## config.mk

```make
export PLATFORM = sky130hd
export DESIGN_NAME = dmem_arbiter
export DESIGN_NICKNAME = d
export VERILOG_FILES = /design/src/rtl/dmem_arbiter.sv
export SDC_FILE = /design/constraint.sdc
export NUM_CORES = 1
export LEC_CHECK = 0
export ABC_AREA = 1
export BUFFER_PORTS_ARGS = -buffer_cell sky130_fd_sc_hd__buf_4
export CAP_MARGIN = 20
export CORE_AREA = 2 2 116 118
export CTS_CLUSTER_SIZE = 16
export DETAILED_ROUTE_END_ITERATION = 7
export DIE_AREA = 0 0 118 120
export PLACE_DENSITY = 0.75
export SLEW_MARGIN = 20
export SYNTH_ARGS = -nofsm -noshare
export SYNTH_HDL_FRONTEND = slang
export SYNTH_SLANG_ARGS = --single-unit
```

## constraint.sdc

```tcl
create_clock -name clk -period 1.46 [get_ports clk]
set_input_delay 0.438 -clock clk [delete_from_list [all_inputs] [get_ports clk]]
set_output_delay 0.438 -clock clk [all_outputs]
set_load 0.05 [all_outputs]
```

## src/rtl/dmem_arbiter.sv

```systemverilog
// dmem_arbiter: arbitrates two requesters (p0 = CPU, p1 = loader/debug) onto one data-memory port.
// Define ROUND_ROBIN_EN for round-robin ties with a BURST_MAX beat limit; default build is fixed p0 priority.
module dmem_arbiter #(
    parameter int n         = 32,
    parameter int BURST_MAX = 4
) (
    input  logic         clk,
    input  logic         reset,
    input  logic         p0_req,
    input  logic         p1_req,
    input  logic         p0_we,
    input  logic         p1_we,
    input  logic [n-1:0] p0_addr,
    input  logic [n-1:0] p1_addr,
    input  logic [n-1:0] p0_wdata,
    input  logic [n-1:0] p1_wdata,
    output logic         p0_gnt,
    output logic         p1_gnt,
    output logic [n-1:0] p0_rdata,
    output logic [n-1:0] p1_rdata,
    output logic         p0_rvalid,
    output logic         p1_rvalid,
    output logic         mem_we,
    output logic [n-1:0] mem_addr,
    output logic [n-1:0] mem_wdata,
    input  logic [n-1:0] mem_rdata
);
    localparam int CW = $clog2(BURST_MAX) + 1;
    localparam logic [CW-1:0] BMAX = CW'(BURST_MAX);

    typedef enum logic [1:0] {IDLE, OWN0, OWN1} state_t;

    state_t        state, state_next, other;
    logic [CW-1:0] cnt, cnt_next, cnt_inc;
    logic          last, last_next;
    logic          own_req, other_req;

    assign p0_gnt    = (state == OWN0) & p0_req;
    assign p1_gnt    = (state == OWN1) & p1_req;
    assign mem_we    = p0_gnt ? p0_we : p1_gnt ? p1_we : 1'b0;
    assign mem_addr  = p0_gnt ? p0_addr : p1_gnt ? p1_addr : '0;
    assign mem_wdata = p0_gnt ? p0_wdata : p1_gnt ? p1_wdata : '0;
    assign other     = (state == OWN0) ? OWN1 : OWN0;
    assign own_req   = (state == OWN0) ? p0_req : p1_req;
    assign other_req = (state == OWN0) ? p1_req : p0_req;
    assign cnt_inc   = (cnt == BMAX) ? cnt : cnt + 1'b1;

    // Next owner, beat count and last-served selection
    always_comb begin
        state_next = state;
        cnt_next   = (p0_gnt | p1_gnt) ? cnt_inc : cnt;
        last_next  = last;
        unique case (state)
            IDLE: begin
                if (p0_req && p1_req) begin
`ifdef ROUND_ROBIN_EN
                    state_next = last ? OWN0 : OWN1;
`else
                    state_next = OWN0;
`endif
                end else if (p0_req) begin
                    state_next = OWN0;
                end else if (p1_req) begin
                    state_next = OWN1;
                end
            end
            default: begin
                if (!own_req) begin
                    state_next = other_req ? other : IDLE;
`ifdef ROUND_ROBIN_EN
                end else if (cnt_inc == BMAX) begin
                    if (other_req)
                        state_next = other;
                    else
                        cnt_next = '0;
`else
                end else if (state == OWN1 && p0_req) begin
                    state_next = OWN0;
`endif
                end
            end
        endcase
        if (state_next != state)
            cnt_next = '0;
        if (state_next == OWN0 && state != OWN0)
            last_next = 1'b0;
        if (state_next == OWN1 && state != OWN1)
            last_next = 1'b1;
    end

    // Arbitration state register
    always_ff @(posedge clk or negedge reset) begin
        if (!reset) begin
            state <= IDLE;
            cnt   <= '0;
            last  <= 1'b1;
        end else begin
            state <= state_next;
            cnt   <= cnt_next;
            last  <= last_next;
        end
    end

    // Capture read data at the end of a granted read beat and pulse rvalid
    always_ff @(posedge clk or negedge reset) begin
        if (!reset) begin
            p0_rvalid <= 1'b0;
            p1_rvalid <= 1'b0;
            p0_rdata  <= '0;
            p1_rdata  <= '0;
        end else begin
            p0_rvalid <= p0_gnt & ~p0_we;
            p1_rvalid <= p1_gnt & ~p1_we;
            if (p0_gnt & ~p0_we)
                p0_rdata <= mem_rdata;
            if (p1_gnt & ~p1_we)
                p1_rdata <= mem_rdata;
        end
    end
endmodule

```

Word level (Yosys, flattened, before mapping) --
Index checks and enable logic that the tools add are counted.
Cells by class: add/subtract/negate cells 0, $mul 0, div/mod/pow operators 0, magnitude comparators 0, eq/ne operators 4, shift operators 0, mux-type cells 16, bitwise gates (word level) 6, reduce and logical (&&, ||, !) cells 4
Operators by type and width (number):
- 2-to-1 mux 32 bit | 4
- 2-to-1 mux 2 bit | 8
- bitwise AND 1 bit | 4
- 2-to-1 mux 1 bit | 4
- inequality test 4 bit (second input constant) | 1
- inequality test 3 x 1 -> 1 bit (second input constant) | 1
- equality test 2 x 1 -> 1 bit (second input constant) | 1
- equality test 2 bit (second input constant) | 1
- logical AND 1 bit | 2
- zero test 2 bit | 1
- NOT 1 bit | 2
- AND reduction 2 bit | 1
Storage, ports and cells: bits in registers 68, latch bits 0, bits in writable memories 0, ROM bits 0, output and inout port bits 133, logic and storage cells 35, memories 0

Longest topological paths before layout --
Gate-level depths: netlist (run 1).
depth after elaboration 5, gate-level depth with buffers 6, mapped depth without buffers 5

Worst setup path after synthesis (run 1) --
OpenSTA, ideal clock, no wires.
path type input -> output, start point input port p1_we, end point output port mem_we, arrival 1.686 ns, path slack -0.664 ns, stages 2, path through clkinv_1 o21ai_0
On the way: word-level cells in the longest chain between the ends 2
Ends and longest elaborated chain:
- start, declared | line 12 | input logic p1_we,
- 2-to-1 mux 1 bit (2 in a row) | line 40 | assign mem_we = p0_gnt ? p0_we : p1_gnt ? p1_we : 1'b0;
- end, declared | line 23 | output logic mem_we,
No other way between the ends.

Final worst setup path (run 1) --
start point register state[0], end point output port mem_addr[16]
On the way: word-level cells in the longest chain between the ends 4
Ends and longest elaborated chain:
- start, declared | line 33 | state_t state, state_next, other;
- start signal, assigned | line 98 | state <= state_next;
- equality test 2 bit | line 39 | assign p1_gnt = (state == OWN1) & p1_req;
- bitwise AND 1 bit | line 39
- 2-to-1 mux 32 bit | line 41 | assign mem_addr = p0_gnt ? p0_addr : p1_gnt ? p1_addr : '0;
- 2-to-1 mux 32 bit * | line 41
- end, declared | line 24 | output logic [n-1:0] mem_addr,
Every way passes the cells marked *; elsewhere a longest branch is shown, timed or not.

==> qor.txt, run 1 <==
Largest net degree at the start of global routing -> 33
Port bufs -> 298
Largest family of logic cells by synthesized area -> simple AND/OR/NAND/NOR gates
Routed Antenna Nets -> 0
Synth cell count leaders -> 328 x nand2_1, 68 x dfrtp_1, 65 x nand3_1, 18 x buf_2, 7 x buf_4
Hold path cells -> 3
Post-DP HPWL -> 10600 um
Synth cell types -> 12
Syn Nets -> 668
Total CTS buffers -> 9
CP Class -> reg2out
Kind of end point of the critical path -> output pin
Number of global-route vias before repair -> 4940
Die area -> 0.0142 mm2
Sequential share of power -> 0.273
CP Data Required Time -> 1.02 ns
Xor and xnor area share after synthesis -> 0
Die Y -> 120 um
CTS HTree Levels -> 3
Seq cells post-synth -> 68
Status -> complete, but fails checks
Cells taking the most area after synthesis -> dfrtp_1 49%, nand2_1 35%, nand3_1 9.3%
Core Rows -> 42
Vias per inst -> 4.76
WP data arrival -> 1.70 ns
Antenna violations before repair -> 0
Synthesis-to-layout area growth -> 151%
Drt drc -> 0
Comb pwr share -> 0.483
Adder-Cell Fraction of Synth Area -> 0
GRT Util Overall -> 0.239
Filler cells -> 951
I/O Pins -> 299
Worst Path Max Fanout -> 7
RSZ-0062 raised after global routing -> yes
Setup ws final -> -0.680 ns
Relative slew margins -> 0.798
CTS Buffer Depth -> 2
Core region area -> 0.0130 mm2
Top-area cell type share of the netlist area -> 0.489
Hold Vio Cnt, Final -> 0
Avg Synthesized Cell Area -> 6.93 um2
Final wirelength -> 18800 um
Post-synth ARST share -> 1.00
Nets -> 1003
Initial Util -> 0.268
Most frequent cell after synthesis -> nand2_1
1st-iter DRT viols -> 297
Final Critical Period -> 2.14 ns
Max-slew violations -> 0
GP Congestion -> 0.791
Pre-Repair DR Iteration Count -> 5
Sw frac -> 0.428
Lkg Pwr -> 4.62 nW
Antenna diode count -> 0
CTS tree -> yes
Pint -> 0.00550 W
Synth Area in Compound Gates -> 0.00144
Wire per inst -> 18.4 um
Min Hold Slack -> 0.348 ns
Psw -> 0.00411 W
Layout Utilization -> 0.673
Number of flops mapped to enable cells by yosys -> 0
Area of the multi-input gates -> 0.00278 mm2
Min-delay worst type -> in2reg
Power, Total -> 0.00961 W
Reg2Reg Depth -> 11
Period Utilization, post-route -> 1.47
CTS Sinks -> 68
Clock-pin transition on the worst setup and hold timing paths -> 0.06 ns
Max_cap viols -> 0
Final total negative setup slack -> -59.37 ns
Clk pwr share -> 0.244
Cells after Synth -> 502
Worst skew pair latency -> 0.33 ns
Post-synthesis mux area share -> 0
First-pass GRT wire length -> 26400 um
Grt total ovfl -> 0
Number of synthesis warnings -> 0
Simple-Gate Fraction of Synth Area -> 0.456
Startpoint types -> register
Fmax -> 0.467 GHz
Layout cells sized above 1 -> 0.681
Final Setup Violations -> 133
Clk root buf -> clkbuf_16
Max IR drop VDD -> 0.000596 V
Via count -> 4845
Yosys top cell by area -> dfrtp_1
Die span in x -> 118 um
Sequential Area -> 0.00170 mm2
Cell Area, Synth -> 0.00348 mm2
Failing checks -> negative setup slack
Clk_skew -> 0.0106 ns
Seq/Total Area, Yosys -> 0.489
Most used DFF post-synth -> dfrtp_1
Least-Margin Pin Slew -> 0.303 ns
Pwr/cell area -> 1100 mW/mm2
path summary, 6_finish.rpt:
check	start	slack, ns	endpoint
worst max-delay path	state[0]	-0.68	mem_addr[16]
worst min-delay path	mem_rdata[19]	0.35	p0_rdata[19]
worst max register to register	state[0]	-0.40	p0_rdata[0]
worst min register to register	p1_rdata[1]	0.47	p1_rdata[1]
max in group asynchronous	reset	0.44	state[0]
min in group asynchronous	reset	0.54	p1_rdata[16]
repair_timing:
| action | in CTS | in global routing |
|---|---|---|
| pin swaps | 7 | 33 |
| setup buffers | 11 | 7 |
| hold buffers | 1 | 0 |
| cloned | 10 | 4 |
| setup endpoints to repair | 133 | 133 |
| resized for setup | 199 | 156 |
| endpoints found under the hold margin | 14 | 0 |
through the flow:
step	worst slack (ns)	area, um2	instances
finish	-0.680	8740	1018
global route	-0.735	8740	1018
CTS	-0.662	8070	1008
detailed placement	-0.484	6630	970
global placement	-0.481	6630	970
floorplan	-0.143	4100	502
cell families (layout without fill, tap and decap cells):
kind of cell,Yosys count,count (layout)
simple gates,396,396
buf+inv,37,377
flops,68,68
compound gates,1,1
critical path: stages (launching register included):
cell	delay (ns)
dfrtp_2	0.45
nand2_8	0.06
nor2_4	0.17
buf_8	0.14
buf_12	0.11
buf_16	0.15
nand2_4	0.06
nand2_4	0.07
buf_8	0.15
cell usage in the layout (no fill, tap or decap):
cell,netlist,routed
inv_6,0,1
dfrtp_2,0,2
clkbuf_16,0,13
inv_1,4,3
nor2_4,2,2
nand2_4,0,120
buf_6,0,3
clkinvlp_4,0,1
clkinv_2,0,1
buf_16,0,11
dfrtp_1,68,66
buf_8,0,70
dlygate4sd3_1,0,1
nand2_2,0,69
nand2_8,0,7
nand3b_1,1,1
bufinv_16,0,2
nand3_1,65,65
buf_12,0,15
clkinv_4,0,2
nand2_1,328,132
buf_4,7,252
o21ai_2,0,1
inv_2,0,1
clkinv_1,1,1
layout make-up:
class | count | share of cell area
clock inverters | 7 | 0.0113
repair buffers | 356 | 0.422
clock buffers | 9 | 0.0258
multi-input cells | 397 | 0.318
flip-flops and latches | 68 | 0.195
inverters | 5 | 0.00215
well taps | 176 | 0.0252
registers in the layout, summed over array words and instances (netlist names):
register	flops
p0_rvalid	1
state	2
p1_rvalid	1
p0_rdata	32
p1_rdata	32
power groups by stage:
stage	Combinational [W]	Sequential, W	Clock (W)
floorplan	0.00105	0.00395	0
global placement	0.00391	0.00255	0
detailed placement	0.00394	0.00256	0
CTS	0.00435	0.00253	0.00238
global route	0.00485	0.00267	0.00247
finish	0.00464	0.00262	0.00235
per-layer routing:
metal / vias up / GRT usage / routed length [um]
li1: 2241 / - / -
met1: 2369 / 0.277 / 7090
met2: 202 / 0.439 / 10100
met3: 33 / 0.0585 / 1180
met4: 0 / 0.0648 / 352
met5: - / 0 / 0
Note: power is estimated with default switching activity, not from simulation.
==> run 2: changes to the inputs <==
Settings changed: PLACE_DENSITY 0.75 to 0.72.
Clock period 1.46 ns to 2.1 ns, I/O delays scaled along.
==> run 2 against run 1 <==
Effect of this change:
- the run still ends with negative setup slack left
- sequential cell count unchanged
- register-to-register slack better by 0.57 ns
- hold slack lost 0.15 ns
- critical path type unchanged
- largest power group unchanged
==> qor.txt, run 2 (same netlist as run 1, synthesis figures left out) <==
1st-iter DRT viols -> 270 (-9.1%)
Relative slew margins -> 0.738 (-0.0599)
Pwr/cell area -> 824 mW/mm2 (-25%)
CP peak stage delay -> 0.41 ns (-0.04 ns)
Number of global-route vias before repair -> 4365 (-12%)
Failing checks -> negative setup slack
Antenna diode count -> 0 (unchanged)
Setup ws final -> -0.169 ns (+0.511 ns)
Placed Cells -> 962 (-0.82%)
Core region area -> 0.0130 mm2 (unchanged)
First-pass GRT wire length -> 22300 um (-16%)
Most common cell after layout, fill and taps aside -> buf_4
I/O Pins -> 299 (unchanged)
Antenna violations before repair -> 0 (unchanged)
Critical path, cell by cell -> buf_6, nor2_4, buf_6, clkbuf_16, nand2_2, nand2_2, buf_8
Vias per inst -> 4.47 (-6.0%)
Period Utilization, post-route -> 1.08
Worst Path Max Fanout -> 6 (-1)
Via count -> 4477 (-7.6%)
Post-DP HPWL -> 10100 um (-5.2%)
RSZ-0062 raised after global routing -> yes
Fin cells -> 1001 (-1.7%)
Max_cap viols -> 0 (unchanged)
Max-slew violations -> 0 (unchanged)
CP Class -> reg2out
Drt drc -> 0 (unchanged)
CP Data Required Time -> 1.47 ns (+0.45 ns)
Sequential Area -> 0.00170 mm2 (-0.15%)
Worst r2r src -> state[0]
Buffers & Inverters on Critical Path -> 4 (unchanged)
Least-Margin Pin Slew -> 0.393 ns (+0.0902 ns)
Area of the multi-input gates -> 0.00191 mm2 (-31%)
Routed Antenna Nets -> 0 (unchanged)
Pre-Repair DR Iteration Count -> 6 (+1)
Largest net degree at the start of global routing -> 44 (+33%)
Startpoint types -> register
Grt total ovfl -> 0 (unchanged)
Final wirelength -> 15600 um (-17%)
Die Y -> 120 um (unchanged)
Layout Utilization -> 0.574 (-0.0990)
Clk_skew -> 0.00850 ns (-0.00214 ns)
Min-delay worst type -> in2async
Final instance area -> 0.00745 mm2 (-15%)
Nets -> 986 (-1.7%)
Clock-pin transition on the worst setup and hold timing paths -> 0.06 ns (about the same)
Final Critical Period -> 2.27 ns
Filler cells -> 1120 (+18%)
Lkg Pwr -> 4.11 nW (-11%)
Max IR drop VDD -> 0.000486 V (-18%)
Clk root buf -> clkbuf_16
CP top delay family -> buffers and inverters
CTS tree -> yes
Commonest non-fill, non-tap cells in the layout -> 246 x buf_4, 227 x nand2_1, 88 x nand2_2, 68 x dfrtp_1, 65 x nand3_1
Worst skew pair latency -> 0.33 ns (about the same)
WP data arrival -> 1.64 ns (-0.06 ns)
Min Hold Slack -> 0.199 ns (-0.149 ns)
Status -> complete, but fails checks
Biggest regs -> p0_rdata: 32 flops, p1_rdata: 32 flops, state: 2 flops
Die span in x -> 118 um (unchanged)
Kind of end point of the critical path -> output pin
Port bufs -> 298 (unchanged)
CTS HTree Levels -> 3 (unchanged)
Wire per inst -> 15.6 um (-16%)
Critical Path Source -> state[1]
Die area -> 0.0142 mm2 (unchanged)
Placed Area -> 0.00606 mm2 (-8.5%)
Core Rows -> 42 (unchanged)
CTS Sinks -> 68 (unchanged)
Slowest CP cell -> dfrtp_1
Synthesis-to-layout area growth -> 114%
Hold Vio Cnt, Final -> 0 (unchanged)
Total CTS buffers -> 9 (unchanged)
Fmax -> 0.441 GHz
Initial Util -> 0.268 (unchanged)
Final total negative setup slack -> -7.71 ns (+51.65 ns)
CTS Buffer Depth -> 2 (unchanged)
Final Setup Violations -> 65 (-51%)
GRT Util Overall -> 0.198 (-0.0415)
Layout cells sized above 1 -> 0.556 (-0.124)
GP Congestion -> 0.822 (+3.9%)
-- run 2: per-layer routing --
layer	up-vias	share of wire	wire (um)	global-route usage
li1	2193	-	-	-
met1	2070	0.40	6230	0.246
met2	187	0.52	8060	0.335
met3	27	0.064	990	0.0551
met4	0	0.019	302	0.0565
met5	-	0	0	0
-- run 2: path summary, 6_finish.rpt --
check,cells past startpoint,slack (ns),end
min in group clk,2,0.47,p0_rdata[12]
max reg2reg,10,0.17,p1_rdata[2]
min reg2reg,2,0.47,p0_rdata[12]
min,1,0.20,p1_rdata[16]
max,7,-0.17,mem_wdata[21]
max in group asynchronous,2,1.35,p0_rdata[2]
-- run 2: report_power, final --
group          internal (W)  total (W)  switching [W]
sequential          0.00159    0.00176       0.000164
clock              0.000925    0.00151       0.000588
combinational      0.000993    0.00288        0.00188
total               0.00351    0.00615        0.00264
-- run 2: final cells by class --
type / instances / share of cell area
Sequential cell: 68 / 0.228
Multi-Input combinational cell: 397 / 0.257
Inverter: 5 / 0.00252
Tap cell: 176 / 0.0295
Clock buffer: 9 / 0.0302
Timing Repair Buffer: 339 / 0.443
Clock inverter: 7 / 0.0102
-- run 2: what timing repair did --
item | 4_1_cts | 5_1_grt
hold endpoints to repair | 0 | 0
endpoints found under the setup margin | 67 | 67
setup buffers | 6 | 6
resized for setup | 105 | 106
pin swaps | 2 | 23
cloned | 3 | 9
hold buffers | 0 | 0
-- run 2: metrics by stage --
| step | total power (W) | setup slack, ns |
|---|---|---|
| floorplan | 0.00339 | -0.0681 |
| global placement | 0.00439 | -0.0849 |
| detailed placement | 0.00440 | -0.0796 |
| CTS | 0.00608 | -0.158 |
| global route | 0.00642 | -0.217 |
| finish | 0.00615 | -0.169 |
